### src/rtl/alu_seq_pkg.sv
// alu_seq_pkg: op/state encodings and the ALU sel map shared by the matrix ALU sequencer.
package alu_seq_pkg;
    typedef enum logic [2:0] {OP_TRANSPOSE, OP_ADD, OP_SUB, OP_MUL, OP_SCALE, OP_DET} op_e;
    typedef enum logic [2:0] {S_IDLE, S_LOAD_C, S_LOAD_E, S_LOAD_F, S_EXEC, S_SETTLE, S_READ} state_e;
    localparam logic [5:0] SEL_E_BASE  = 6'd0;
    localparam logic [5:0] SEL_F_BASE  = 6'd9;
    localparam logic [5:0] SEL_G_BASE  = 6'd18;
    localparam logic [5:0] SEL_DET     = 6'd27;
    localparam logic [5:0] SEL_OP_BASE = 6'd28;
    localparam logic [5:0] SEL_C       = 6'd40;
    function automatic logic needs_f(op_e op);
        return op inside {OP_ADD, OP_SUB, OP_MUL};
    endfunction
endpackage

### src/rtl/alu_matrix_sequencer.sv
// alu_matrix_sequencer: loads c/E/F into the 3x3 matrix ALU, issues the op, streams G or det out.
module alu_matrix_sequencer
  import alu_seq_pkg::*;
#(
  parameter int DW = 32,
  parameter logic [5:0] PARK_SEL = 6'd63,
  parameter int TIMEOUT_CYC = 1024
) (
  input  logic          clk,
  input  logic          reset,
  input  logic          cmd_valid,
  output logic          cmd_ready,
  input  logic [2:0]    cmd_op,
  input  logic          in_valid,
  output logic          in_ready,
  input  logic [DW-1:0] in_data,
  output logic [5:0]    alu_sel,
  output logic [DW-1:0] alu_ele_in,
  input  logic [DW-1:0] alu_ele_out,
  output logic          out_valid,
  input  logic          out_ready,
  output logic [DW-1:0] out_data,
  output logic          out_last,
  output logic          busy,
  output logic          err
);
  state_e        state_q, state_d;
  op_e           op_q, op_d;
  logic [3:0]    idx_q, idx_d;
  logic [5:0]    alu_sel_q, alu_sel_d;
  logic [DW-1:0] alu_ele_in_q, alu_ele_in_d;
  logic          err_q, err_d;
  logic          in_hs, rd_last, tmo_hit;
  assign cmd_ready  = state_q == S_IDLE;
  assign in_ready   = state_q inside {S_LOAD_C, S_LOAD_E, S_LOAD_F};
  assign in_hs      = in_valid && in_ready;
  assign out_valid  = state_q == S_READ;
  assign rd_last    = op_q == OP_DET || idx_q == 4'd8;
  assign out_last   = out_valid && rd_last;
  assign out_data   = alu_ele_out;
  assign busy       = !cmd_ready;
  assign err        = err_q;
  assign alu_sel    = alu_sel_q;
  assign alu_ele_in = alu_ele_in_q;
`ifdef ALU_SEQ_TIMEOUT_EN
  localparam int TW = $clog2(TIMEOUT_CYC + 1);
  logic [TW-1:0] tmo_q, tmo_d;
  assign tmo_hit = in_ready && !in_hs && tmo_q == TW'(TIMEOUT_CYC - 1);
  always_comb tmo_d = (in_ready && !in_hs && !tmo_hit) ? tmo_q + 1'b1 : '0;
  always_ff @(posedge clk) tmo_q <= reset ? '0 : tmo_d;
`else
  assign tmo_hit = 1'b0;
`endif
  always_comb begin
    state_d      = state_q;
    op_d         = op_q;
    idx_d        = idx_q;
    alu_sel_d    = PARK_SEL;
    alu_ele_in_d = alu_ele_in_q;
    err_d        = 1'b0;
    case (state_q)
      S_IDLE: if (cmd_valid) begin
        if (cmd_op > 3'd5) err_d = 1'b1;
        else begin
          op_d    = op_e'(cmd_op);
          idx_d   = '0;
          state_d = cmd_op == OP_SCALE ? S_LOAD_C : S_LOAD_E;
        end
      end
      S_LOAD_C, S_LOAD_E, S_LOAD_F: if (tmo_hit) begin
        state_d = S_IDLE;
        idx_d   = '0;
        err_d   = 1'b1;
      end else if (in_valid) begin
        alu_ele_in_d = in_data;
        alu_sel_d    = state_q == S_LOAD_C ? SEL_C :
                       state_q == S_LOAD_E ? SEL_E_BASE + 6'(idx_q) : SEL_F_BASE + 6'(idx_q);
        idx_d        = (state_q == S_LOAD_C || idx_q == 4'd8) ? '0 : idx_q + 4'd1;
        if (state_q == S_LOAD_C) state_d = S_LOAD_E;
        else if (idx_q == 4'd8) state_d = (state_q == S_LOAD_E && needs_f(op_q)) ? S_LOAD_F : S_EXEC;
      end
      S_EXEC: begin
        alu_sel_d = SEL_OP_BASE + 6'(op_q);
        state_d   = S_SETTLE;
      end
      S_SETTLE: begin
        alu_sel_d = op_q == OP_DET ? SEL_DET : SEL_G_BASE;
        state_d   = S_READ;
      end
      S_READ: begin
        alu_sel_d = alu_sel_q;
        if (out_ready && rd_last) begin
          state_d   = S_IDLE;
          idx_d     = '0;
          alu_sel_d = PARK_SEL;
        end else if (out_ready) begin
          idx_d     = idx_q + 4'd1;
          alu_sel_d = SEL_G_BASE + 6'(idx_q) + 6'd1;
        end
      end
      default: state_d = S_IDLE;
    endcase
  end
  always_ff @(posedge clk) begin
    if (reset) begin
      state_q      <= S_IDLE;
      op_q         <= OP_TRANSPOSE;
      idx_q        <= '0;
      alu_sel_q    <= PARK_SEL;
      alu_ele_in_q <= '0;
      err_q        <= 1'b0;
    end else begin
      state_q      <= state_d;
      op_q         <= op_d;
      idx_q        <= idx_d;
      alu_sel_q    <= alu_sel_d;
      alu_ele_in_q <= alu_ele_in_d;
      err_q        <= err_d;
    end
  end
endmodule

### config.mk
export PLATFORM = sky130hd
export DESIGN_NAME = alu_matrix_sequencer
export DESIGN_NICKNAME = d
export VERILOG_FILES = /design/src/rtl/alu_seq_pkg.sv /design/src/rtl/alu_matrix_sequencer.sv
export SDC_FILE = /design/constraint.sdc
export NUM_CORES = 1
export LEC_CHECK = 0
export ABC_AREA = 0
export CAP_MARGIN = 20
export CORE_MARGIN = 5
export CORE_UTILIZATION = 38
export DETAILED_ROUTE_END_ITERATION = 6
export PLACE_DENSITY = 0.82
export REMOVE_ABC_BUFFERS = 1
export SLEW_MARGIN = 20
export SYNTH_ARGS = -nofsm -noshare
export SYNTH_HDL_FRONTEND = slang
export SYNTH_SLANG_ARGS = --single-unit
### constraint.sdc
create_clock -name clk -period 2.3 [get_ports clk]
set_input_delay 0.46 -clock clk [delete_from_list [all_inputs] [get_ports clk]]
set_output_delay 0.46 -clock clk [all_outputs]
set_load 0.005 [all_outputs]
; Word level (Yosys, flattened, before mapping)
; Index checks and enable logic that the tools add are counted.
[classes]
reduce_logical = 16
n_bitwise = 3
n_eq_ne = 18
n_addsub = 5
muxes = 24
order_cmp = 1
[op_table]
columns = op, count
row1 = $mux 4, 7
row2 = $mux 6, 4
row3 = $pmux 6 s4, 1
row4 = $mux 3, 7
row5 = $eq 3x3->1 const B, 5
row6 = $pmux 3 s5, 1
row7 = $eq 3x2->1 const B, 4
row8 = $pmux 4 s3, 1
row9 = $reduce_and 5->1, 2
row10 = $reduce_bool 3->1, 3
row11 = $add 5x3->6 const A, 1
row12 = $add 5x4->6 const A, 1
row13 = $add 6x1->6 const B, 1
row14 = $eq 3x1->1 const B, 2
row15 = $ne 2x2->1 const B, 3
row16 = $reduce_or 3->1, 2
row17 = $add 4x4->5 const A, 1
row18 = $mux 5, 1
row19 = $add 4x1->4 const B, 1
row20 = $eq 4x4->1 const B, 1
row21 = $gt 3x3->1 const B, 1
row22 = $logic_and 1x1->1, 3
row23 = $logic_not 3->1, 1
row24 = $ne 3x1->1 const B, 1
row25 = 9 further kinds, 12
[word_totals]
output_inout_bits = 76
wordCells = 73
reg_bits = 49
in_bits = 72

; Depth between registers and ports, before layout
; Gate-level depths: netlist (run 1).
[logic_depth]
ltp_word = 8
mapped_depth = 8
mapped_depth_nobuf = 7

; Least setup slack after synthesis (run 1)
; No wires, ideal clock.
[synth_timing]
path_kind = reg-to-output
from = register idx_q[0]
to = output out_last
required_time_ns = 1.840
slack_ns = 0.682
arrival_ns = 1.158
stages_incl_launch_ff = 7
n_path_buf = 1
cell_sequence = dfxtp_1 > inv_1 > ha_1 > nand3b_4 > and2_1 > clkbuf_1 > nor2_1
[synth_between]
elab_chain_len = 3
[synth_lines]
columns = element, line
row1 = from (decl), alu_matrix_sequencer.sv:29  ; logic [3:0] idx_q, idx_d;
row2 = from (signal assigned), alu_matrix_sequencer.sv:115  ; idx_q <= idx_d;
row3 = $eq 4x4->1, alu_matrix_sequencer.sv:38  ; assign rd_last = op_q == OP_DET || idx_q == 4'd8;
row4 = $logic_or 1x1->1, alu_matrix_sequencer.sv:38
row5 = $logic_and 1x1->1, alu_matrix_sequencer.sv:39  ; assign out_last = out_valid && rd_last;
row6 = to (decl), alu_matrix_sequencer.sv:23  ; output logic out_last,
; Every way passes these cells.

; Worst setup path in the final report (run 1)
[layout_timing]
from = register state_q[0]
to = output cmd_ready
[layout_between]
elab_chain_len = 1
[layout_lines]
columns = element, line
row1 = from (decl), alu_matrix_sequencer.sv:27  ; state_e state_q, state_d;
row2 = from (signal assigned), alu_matrix_sequencer.sv:113  ; state_q <= state_d;
row3 = $logic_not 3->1, alu_matrix_sequencer.sv:34  ; assign cmd_ready = state_q == S_IDLE;
row4 = to (decl), alu_matrix_sequencer.sv:12  ; output logic cmd_ready,
; Every way passes these cells.

==> impl_metrics.json, run 1 <==
{
  "grt_pass1_vias": 2288,
  "yosysTopAreaCell": "dfxtp_1",
  "start_util_pct": 38.4,
  "ys_async_sr_fraction_pct": 0,
  "cts_buffer_depth": 2,
  "period_minus_slack_ps": 2180,
  "yosysTopAreaCellShare_pct": 38.2,
  "total_power_mw": 3.28,
  "grt_overflow": 0,
  "reg2reg_depth": 5,
  "holdBufCountCts": 0,
  "r2r_end": "alu_sel[0]$_SDFFE_PP1N_",
  "arrival_ps": 1720,
  "hold_viol": 0,
  "ioPinCount": 148,
  "ys_seq_elements": 49,
  "synth.yosys.warnings": 0,
  "synth_top_family_by_area": "simple AND/OR/NAND/NOR gates",
  "drt_first_iter_violations": 138,
  "synthTopCellsByArea": "dfxtp_1 38%, nand2_1 12%, buf_4 11%",
  "vdd.ir_drop.worst_v": 0.000516,
  "avgViaCountPerCell": 5.27,
  "grtUsageTotal_pct": 17.6,
  "slew_headroom_pct": 61.8,
  "critPathCaptureType": "primary output",
  "die_w_um": 92.2,
  "synth_edf_count": 0,
  "io_buffer_count": 83,
  "p_per_area_mw_per_mm2": 981,
  "grt_pass1_wl_um": 11800,
  "max_freq_mhz": 459,
  "htree_levels": 2,
  "drt-pass1-iter-count": 5,
  "drive_gt1_share_pct": 9.40,
  "synth_common_cells": "80 x nand2_1, 49 x dfxtp_1, 43 x a21oi_1",
  "fp.dieH_um": 92.2,
  "startpoint_type": "flip-flop",
  "fin_skew_ps": 3.97,
  "syn_area_sq_mm": 0.00257,
  "r2r_slack_ps": 540,
  "worstPathRequired_ps": 1840,
  "critical_path_class": "reg2out",
  "core_sq_mm": 0.00668,
  "seq_area_sq_um": 986,
  "synth_flop_cell": "dfxtp_1",
  "rr_startpoint": "state_q[2]$_SDFFE_PP0P_",
  "tns_ps": 0,
  "cts_made_buffers": 5,
  "synth-simple-area-share_pct": 23.1,
  "routed_wl_um": 7710,
  "whs_ps": 455,
  "clk_latency_ps": 290,
  "cts_tree": "yes",
  "place.gp.congestion": 0.878,
  "crit_chain": "buf_4, nor3_4, clkdlybuf4s50_1",
  "grt_max_degree": 32,
  "multi_input_area_sq_mm": 0.00119,
  "drc": 0,
  "crit_fanout": 17,
  "hp-class": "reg2reg",
  "tightest_slew_ps": 573,
  "finalSetupViolCount": 0,
  "nNetsFinal": 456,
  "cellLeakagePower_nw": 1.20,
  "crit_path_top_delay_cell": "clkdlybuf4s50_1",
  "min_to": "alu_ele_in[23]$_SDFFE_PP0P_",
  "synthDistinctLibCells": 48,
  "period_share_pct": 94.8,
  "synthXorXnorAreaFrac_pct": 0.683,
  "cts.sinks": 49,
  "std_cell_rows": 30,
  "slew_viol_final": 0,
  "cts_root_buf": "clkbuf_8",
  "whs_path_depth": 2,
  "ant_nets": 0,
  "avgSynthCellArea_sq_um": 7.71,
  "yosys-mux-area-fraction_pct": 0,
  "cpPeakStageDelay_ps": 560,
  "dr_total_vias": 2440,
  "cap_violations": 0,
  "dp_cells": 455,
  "antenna_found_initial": 0,
  "syn2layout_area_growth_pct": 30.1,
  "antennaDiodeCount": 0,
  "synthMostInstantiatedCell": "nand2_1",
  "grt_setup_unrepaired": "no",
  "netlist_instances": 333,
  "min_from": "alu_ele_in[23]$_SDFFE_PP0P_",
  "status": "finished clean",
  "nFillCells": 634,
  "yosys.area_share.adder_pct": 0.975,
  "synth-compound-area-share_pct": 20.9,
  "clkTransAtPathRegs_ps": 90,
  "ys_seq_area_share_pct": 38.2,
  "wl_per_cell_um": 16.7,
  "die-area_sq_mm": 0.00850,
  "fin_cells": 463,
  "hpwl_um": 5970
}
==> stage by stage <==
step	utilization [%]	worst slack [ps]	area [sq um]
floorplan	-	81.4	2190
detailed placement	48.4	278	3230
CTS	49.9	26.7	3330
finish	50.0	120	3340
global placement	48.4	293	3230
global route	50.0	34.8	3340
==> kinds of logic after synthesis <==
| family | after synthesis |
|---|---|
| AO/OA/AOI/OAI | 86 |
| XOR/XNOR | 2 |
| adder cells (fa/ha/maj) | 2 |
| buffers and inverters | 64 |
| flip-flops | 49 |
| AND/OR/NAND/NOR | 130 |
==> report_power, final <==
part / switching [mW] / internal [mW] / total [mW]
clock: 0.277 / 0.214 / 0.492
sequential: 0.138 / 1.04 / 1.17
combinational: 0.830 / 0.782 / 1.61
total: 1.24 / 2.03 / 3.28
==> state kept, by name, summed over array words and instances, names as in the netlist <==
register	flops
alu_sel	6
err	1
alu_ele_in	32
state_q	3
idx_q	4
op_q	3
==> layout make-up <==
class / instances / share of cell area, %
multi-input cells: 220 / 35.5
flip-flops and latches: 49 / 29.5
repair buffers: 97 / 28.3
well taps: 80 / 3.00
clock buffers: 6 / 2.17
inverters: 9 / 1.01
clock inverters: 2 / 0.450
==> metal layers <==
layer	global-route usage, %	wire length, um	vias up	share of wire [%]
met5	3.21	0	-	0
met4	5.82	153	0	2.0
met3	8.78	890	13	12
met2	25.6	3340	131	43
met1	22.2	3330	1099	43
li1	-	-	1197	-
==> how the worst max path moves through the flow <==
stage / from / endpoint / slack [ps] / cells after the start
after floorplan: state_q[0]$_SDFFE_PP0P_ / alu_ele_in[0]$_SDFFE_PP0P_ / 80 / 4
after global placement: idx_q[0]$_SDFFE_PP0P_ / out_last / 290 / 6
after detailed placement: idx_q[0]$_SDFFE_PP0P_ / out_last / 280 / 6
after CTS: idx_q[0]$_SDFFE_PP0P_ / out_last / 30 / 6
after global routing: state_q[0]$_SDFFE_PP0P_ / cmd_ready / 30 / 3
final: state_q[0]$_SDFFE_PP0P_ / cmd_ready / 120 / 3
==> placed cells by master (no fill, tap or decap), types with 2 or more instances in the layout <==
cell	count
dfxtp_1	47
clkinvlp_4	2
nor2_1	14
clkbuf_8	5
nor2b_2	2
o21ai_2	2
a31oi_1	7
a211oi_1	2
a21oi_1	43
nand2_1	80
nand2b_1	3
clkdlybuf4s50_1	81
inv_2	2
nand3_1	14
nor2b_1	4
o2111ai_1	2
o21ai_0	11
inv_1	7
o21bai_1	2
a311oi_1	2
nor3_1	4
buf_4	13
==> timing repair <==
action                     in CTS  in global routing
buffers inserted                0                  0
gates resized for setup         3                  5
pin swaps                       0                  0
setup endpoints to repair       1                  2
==> worst max-delay path: cells and delay by family (launching register included) <==
| family | cells | cell delay, ps |
|---|---|---|
| and+or+nand+nor | 1 | 290 |
| DFF | 1 | 360 |
| buffers and inverters | 2 | 780 |
(Power assumes the default switching activity.)
==> run 2: changes to the inputs <==
--- a/config.mk
+++ b/config.mk
@@ -6,10 +6,13 @@
 export NUM_CORES = 1
 export LEC_CHECK = 0
 export ABC_AREA = 0
+export ABC_CLOCK_PERIOD_IN_PS = 2300
 export CAP_MARGIN = 20
 export CORE_MARGIN = 5
 export CORE_UTILIZATION = 38
 export DETAILED_ROUTE_END_ITERATION = 6
+export GPL_ROUTABILITY_DRIVEN = 0
+export MAX_ROUTING_LAYER = met4
 export PLACE_DENSITY = 0.82
 export REMOVE_ABC_BUFFERS = 1
 export SLEW_MARGIN = 20
==> impl_metrics.json, run 2 (synthesis results as in run 1) <==
{
  "status": "finished clean",
  "holdBufCountCts": 0,
  "vdd.ir_drop.worst_v": 0.000562,
  "antennaDiodeCount": 0,
  "crit_path_top_delay_cell": "dfxtp_1",
  "start_util_pct": 38.4,
  "arrival_ps": 1660,
  "crit_fanout": 9,
  "max_freq_mhz": 471,
  "wl_per_cell_um": 16.9,
  "period_minus_slack_ps": 2120,
  "hold_viol": 0,
  "drt_first_iter_violations": 193,
  "std_cell_rows": 30,
  "core_sq_mm": 0.00668,
  "final.setup.worst_slack_ps": 177,
  "fin_cells": 460,
  "tightest_slew_ps": 584,
  "antenna_found_initial": 0,
  "crit_chain": "nor2_1, nor2_1, clkdlybuf4s50_1",
  "tns_ps": 0,
  "cts_made_buffers": 5,
  "clk_latency_ps": 300,
  "hp-class": "reg2reg",
  "finalSetupViolCount": 0,
  "dp_cells": 452,
  "die-area_sq_mm": 0.00850,
  "drc": 0,
  "dr_total_vias": 2433,
  "syn2layout_area_growth_pct": 28.9,
  "crit_top_cell": "nor2_1",
  "drive_gt1_share_pct": 8.95,
  "grt_setup_unrepaired": "no",
  "cap_violations": 0,
  "largest_reg_flops": 32,
  "clkTransAtPathRegs_ps": 100,
  "fin_skew_ps": 10.7,
  "final_cell_mix": "81 x clkdlybuf4s50_1, 80 x nand2_1, 47 x dfxtp_1",
  "grt_pass1_wl_um": 11900,
  "cellLeakagePower_nw": 1.18,
  "ioPinCount": 148,
  "worstPathRequired_ps": 1840,
  "cts_buffer_depth": 2,
  "startpoint_type": "flip-flop",
  "slew_viol_final": 0,
  "critical_path_class": "reg2out",
  "slew_headroom_pct": 61.1,
  "hpwl_um": 5880,
  "nNetsFinal": 453,
  "fp.dieH_um": 92.2,
  "drt-pass1-iter-count": 4,
  "critPathCaptureType": "primary output",
  "routed_wl_um": 7790,
  "cpPeakStageDelay_ps": 540,
  "avgViaCountPerCell": 5.29,
  "cts_root_buf": "clkbuf_8",
  "p_per_area_mw_per_mm2": 989,
  "cts_tree": "yes",
  "ant_nets": 0,
  "grt_overflow": 0,
  "grt_max_degree": 32,
  "cts.sinks": 49,
  "grt_pass1_vias": 2241,
  "htree_levels": 2,
  "die_w_um": 92.2,
  "period_share_pct": 92.3,
  "grtUsageTotal_pct": 18.1,
  "io_buffer_count": 83,
  "place_ws_ps": 191,
  "final_common_cell": "clkdlybuf4s50_1"
}
==> run 2: per-layer routing <==
metal / global-route usage, % / routed length [um]
met1: 22.4 / 3240
met2: 26.0 / 3480
met3: 9.43 / 993
met4: 4.58 / 80
met5: - / 0
==> run 2: worst paths after layout <==
| check | from | endpoint | slack, ps | cells past startpoint |
|---|---|---|---|---|
| setup / recovery | state_q[1]$_SDFFE_PP0P_ | in_ready | 180 | 3 |
| hold / removal | alu_ele_in[3]$_SDFFE_PP0P_ | alu_ele_in[3]$_SDFFE_PP0P_ | 460 | 2 |
| setup reg to reg | state_q[2]$_SDFFE_PP0P_ | alu_sel[0]$_SDFFE_PP1N_ | 500 | 5 |
| hold reg to reg | alu_ele_in[3]$_SDFFE_PP0P_ | alu_ele_in[3]$_SDFFE_PP0P_ | 460 | 2 |
==> run 2: worst max-delay path: cells and delay by family, from the launching register on <==
| family | cells | cell delay (ps) |
|---|---|---|
| buffers and inverters | 1 | 530 |
| DFF | 1 | 540 |
| and+or+nand+nor | 2 | 290 |
==> run 2: final cells by class <==
class / instances / area [sq um]
clock buffer: 6 / 72.6
inverter: 9 / 33.8
sequential: 49 / 986
clock inverter: 2 / 15.0
multi-input combinational: 220 / 1190
fill: 644 / 3370
timing repair buffer: 94 / 911
tap: 80 / 100
==> run 2: power by group <==
group,total [mW],internal [mW],leakage (nW),switching (mW)
registers,1.20,1.04,0.401,0.161
logic,1.56,0.762,0.743,0.802
clock network,0.509,0.215,0.0374,0.294
==> run 2: through the flow <==
stage	area, sq um	total power [mW]	util [%]	hold WS, ps
2_1_floorplan	2190	1.96	-	447
3_3_place_gp	3200	2.72	47.8	441
3_5_place_dp	3200	2.74	47.8	446
4_1_cts	3300	3.28	49.4	460
5_1_grt	3310	3.49	49.5	475
6_report	3310	3.27	49.5	457
==> run 2: what timing repair did <==
item                       CTS  global route
gates resized for setup      6             4
setup endpoints to repair    1             2
setup buffers                0             0
pin swaps                    0             0
==> run 3: changes to the inputs <==
--- a/config.mk
+++ b/config.mk
@@ -5,15 +5,15 @@
 export SDC_FILE = /design/constraint.sdc
 export NUM_CORES = 1
 export LEC_CHECK = 0
-export ABC_AREA = 0
+export ABC_AREA = 1
 export ABC_CLOCK_PERIOD_IN_PS = 2300
 export CAP_MARGIN = 20
 export CORE_MARGIN = 5
-export CORE_UTILIZATION = 38
+export CORE_UTILIZATION = 39
 export DETAILED_ROUTE_END_ITERATION = 6
 export GPL_ROUTABILITY_DRIVEN = 0
 export MAX_ROUTING_LAYER = met4
-export PLACE_DENSITY = 0.82
+export PLACE_DENSITY = 0.83
 export REMOVE_ABC_BUFFERS = 1
 export SLEW_MARGIN = 20
 export SYNTH_ARGS = -nofsm -noshare
==> impl_metrics.json, run 3 <==
{
  "avgViaCountPerCell": 5.10,
  "period_minus_slack_ps": 2190,
  "dp_cells": 511,
  "fin_cells": 519,
  "cap_violations": 0,
  "cts_tree": "yes",
  "cellLeakagePower_nw": 1.40,
  "drt-pass1-iter-count": 4,
  "clkTransAtPathRegs_ps": 100,
  "syn2layout_area_growth_pct": 27.6,
  "drc": 0,
  "dr_total_vias": 2648,
  "critical_path_class": "reg2out",
  "cts_made_buffers": 5,
  "worstPathRequired_ps": 1840,
  "wl_per_cell_um": 15.2,
  "design_area_sq_mm": 0.00337,
  "ys_seq_area_share_pct": 37.1,
  "slew_viol_final": 0,
  "startpoint_type": "flip-flop",
  "htree_levels": 2,
  "ant_nets": 0,
  "core_sq_mm": 0.00668,
  "synthDistinctLibCells": 27,
  "hp-class": "reg2reg",
  "std_cell_rows": 30,
  "max_freq_mhz": 457,
  "fp.dieH_um": 92.4,
  "grt_overflow": 0,
  "finalSetupViolCount": 0,
  "antennaDiodeCount": 0,
  "nNetsFinal": 512,
  "cts.sinks": 49,
  "slew_headroom_pct": 73.6,
  "syn_area_sq_mm": 0.00265,
  "die-area_sq_mm": 0.00853,
  "synth_common_cells": "112 x nand2_1, 50 x nand3_1, 49 x dfxtp_1",
  "antenna_found_initial": 0,
  "avgSynthCellArea_sq_um": 6.70,
  "grt_max_degree": 38,
  "grt_pass1_wl_um": 12500,
  "hold_viol": 0,
  "final_cell_mix": "112 x nand2_1, 83 x clkdlybuf4s50_1, 49 x nand3_1",
  "yosysTopAreaCell": "dfxtp_1",
  "io_buffer_count": 83,
  "routed_wl_um": 7880,
  "vdd.ir_drop.worst_v": 0.000396,
  "period_share_pct": 95.2,
  "grt_pass1_vias": 2487,
  "final_common_cell": "nand2_1",
  "synth_edf_count": 0,
  "cts_buffer_depth": 2,
  "yosysTopAreaCellShare_pct": 37.1,
  "fin_skew_ps": 8.60,
  "netlist_instances": 395,
  "hpwl_um": 5920,
  "clk_latency_ps": 300,
  "drt_first_iter_violations": 168,
  "cts_setup_buffers": 0,
  "synth.yosys.warnings": 0,
  "critPathCaptureType": "primary output",
  "drive_gt1_share_pct": 6.38,
  "ys_async_sr_fraction_pct": 0,
  "grtUsageTotal_pct": 19.1,
  "grt_setup_unrepaired": "no",
  "total_power_mw": 3.46,
  "arrival_ps": 1730,
  "largest_reg_flops": 32,
  "crit_fanout": 6,
  "start_util_pct": 39.6,
  "ys_seq_elements": 49,
  "synth_flop_cell": "dfxtp_1",
  "utilization_pct": 50.5,
  "p_per_area_mw_per_mm2": 1030,
  "die_w_um": 92.4,
  "tightest_slew_ps": 395,
  "synthTopCellsByArea": "dfxtp_1 37%, nand2_1 16%, buf_4 11%",
  "ioPinCount": 148,
  "status": "finished clean",
  "synthMostInstantiatedCell": "nand2_1",
  "cts_root_buf": "clkbuf_8",
  "placed_area_sq_mm": 0.00327
}
==> run 3: cell count changes in the layout (fill, tap and decap cells not counted), moves of 3 or more <==
cell and change:
o21ai_0 +3, a31oi_1 -7, nor2_2 +3, inv_1 +20, nand3_2 +3, nor2_1 +13, buf_4 -8, nand2_1 +32
nand3_1 +35, nor3_1 -3, inv_2 +3, nor2b_1 -4
==> run 3: final cells by class <==
| class | instances | area, sq um |
|---|---|---|
| fill | 661 | 3310 |
| tap | 80 | 100 |
| clock inverter | 2 | 15.0 |
| sequential | 49 | 985 |
| timing repair buffer | 87 | 873 |
| inverter | 32 | 120 |
| multi-input combinational | 263 | 1210 |
| clock buffer | 6 | 72.6 |
==> run 3: final timing paths <==
kind	from	end	slack (ps)	depth (start not counted)
max	idx_q[1]$_SDFFE_PP0P_	out_last	110	5
min	alu_ele_in[10]$_SDFFE_PP0P_	alu_ele_in[10]$_SDFFE_PP0P_	470	2
max reg2reg	state_q[0]$_SDFFE_PP0P_	state_q[2]$_SDFFE_PP0P_	460	10
min reg2reg	alu_ele_in[10]$_SDFFE_PP0P_	alu_ele_in[10]$_SDFFE_PP0P_	470	2
==> run 3: logic make-up after synthesis <==
logic type      share of synthesized area, %
xor+xnor                               0.331
simple gates                            32.6
flops                                   37.1
buf+inv                                 17.6
fa+ha+maj                              0.946
compound gates                          11.4
==> run 3: routing by layer <==
metal | vias to the layer above | global-route usage (%) | share of wire (%)
met3 | 2 | 12.8 | 14
li1 | 1311 | - | -
met5 | - | - | 0
met4 | 0 | 2.60 | 0.10
met1 | 1192 | 25.2 | 45
met2 | 143 | 24.7 | 40
==> run 3: report_power, final <==
group,switching (mW),internal (mW),total (mW)
combinational,0.931,0.759,1.69
sequential,0.190,1.07,1.26
clock,0.298,0.215,0.514
==> run 3: what timing repair did <==
item | CTS | global route
setup endpoints to repair | 0 | 3
hold buffers | 0 | 0
resized for setup | 0 | 5
==> run 3: worst max-delay path: stages, from the launching register on <==
cell and delay [ps]:
dfxtp_1 370, inv_1 100, ha_1 200, nand3_2 120
a21oi_2 140, clkdlybuf4s50_1 510
==> run 3: stage by stage <==
stage	hold WS, ps	setup TNS [ps]	setup slack [ps]
2_1_floorplan	451	-9150	-329
3_3_place_gp	446	0	390
3_5_place_dp	454	0	373
4_1_cts	470	0	34.2
5_1_grt	491	0	24.2
6_report	467	0	111
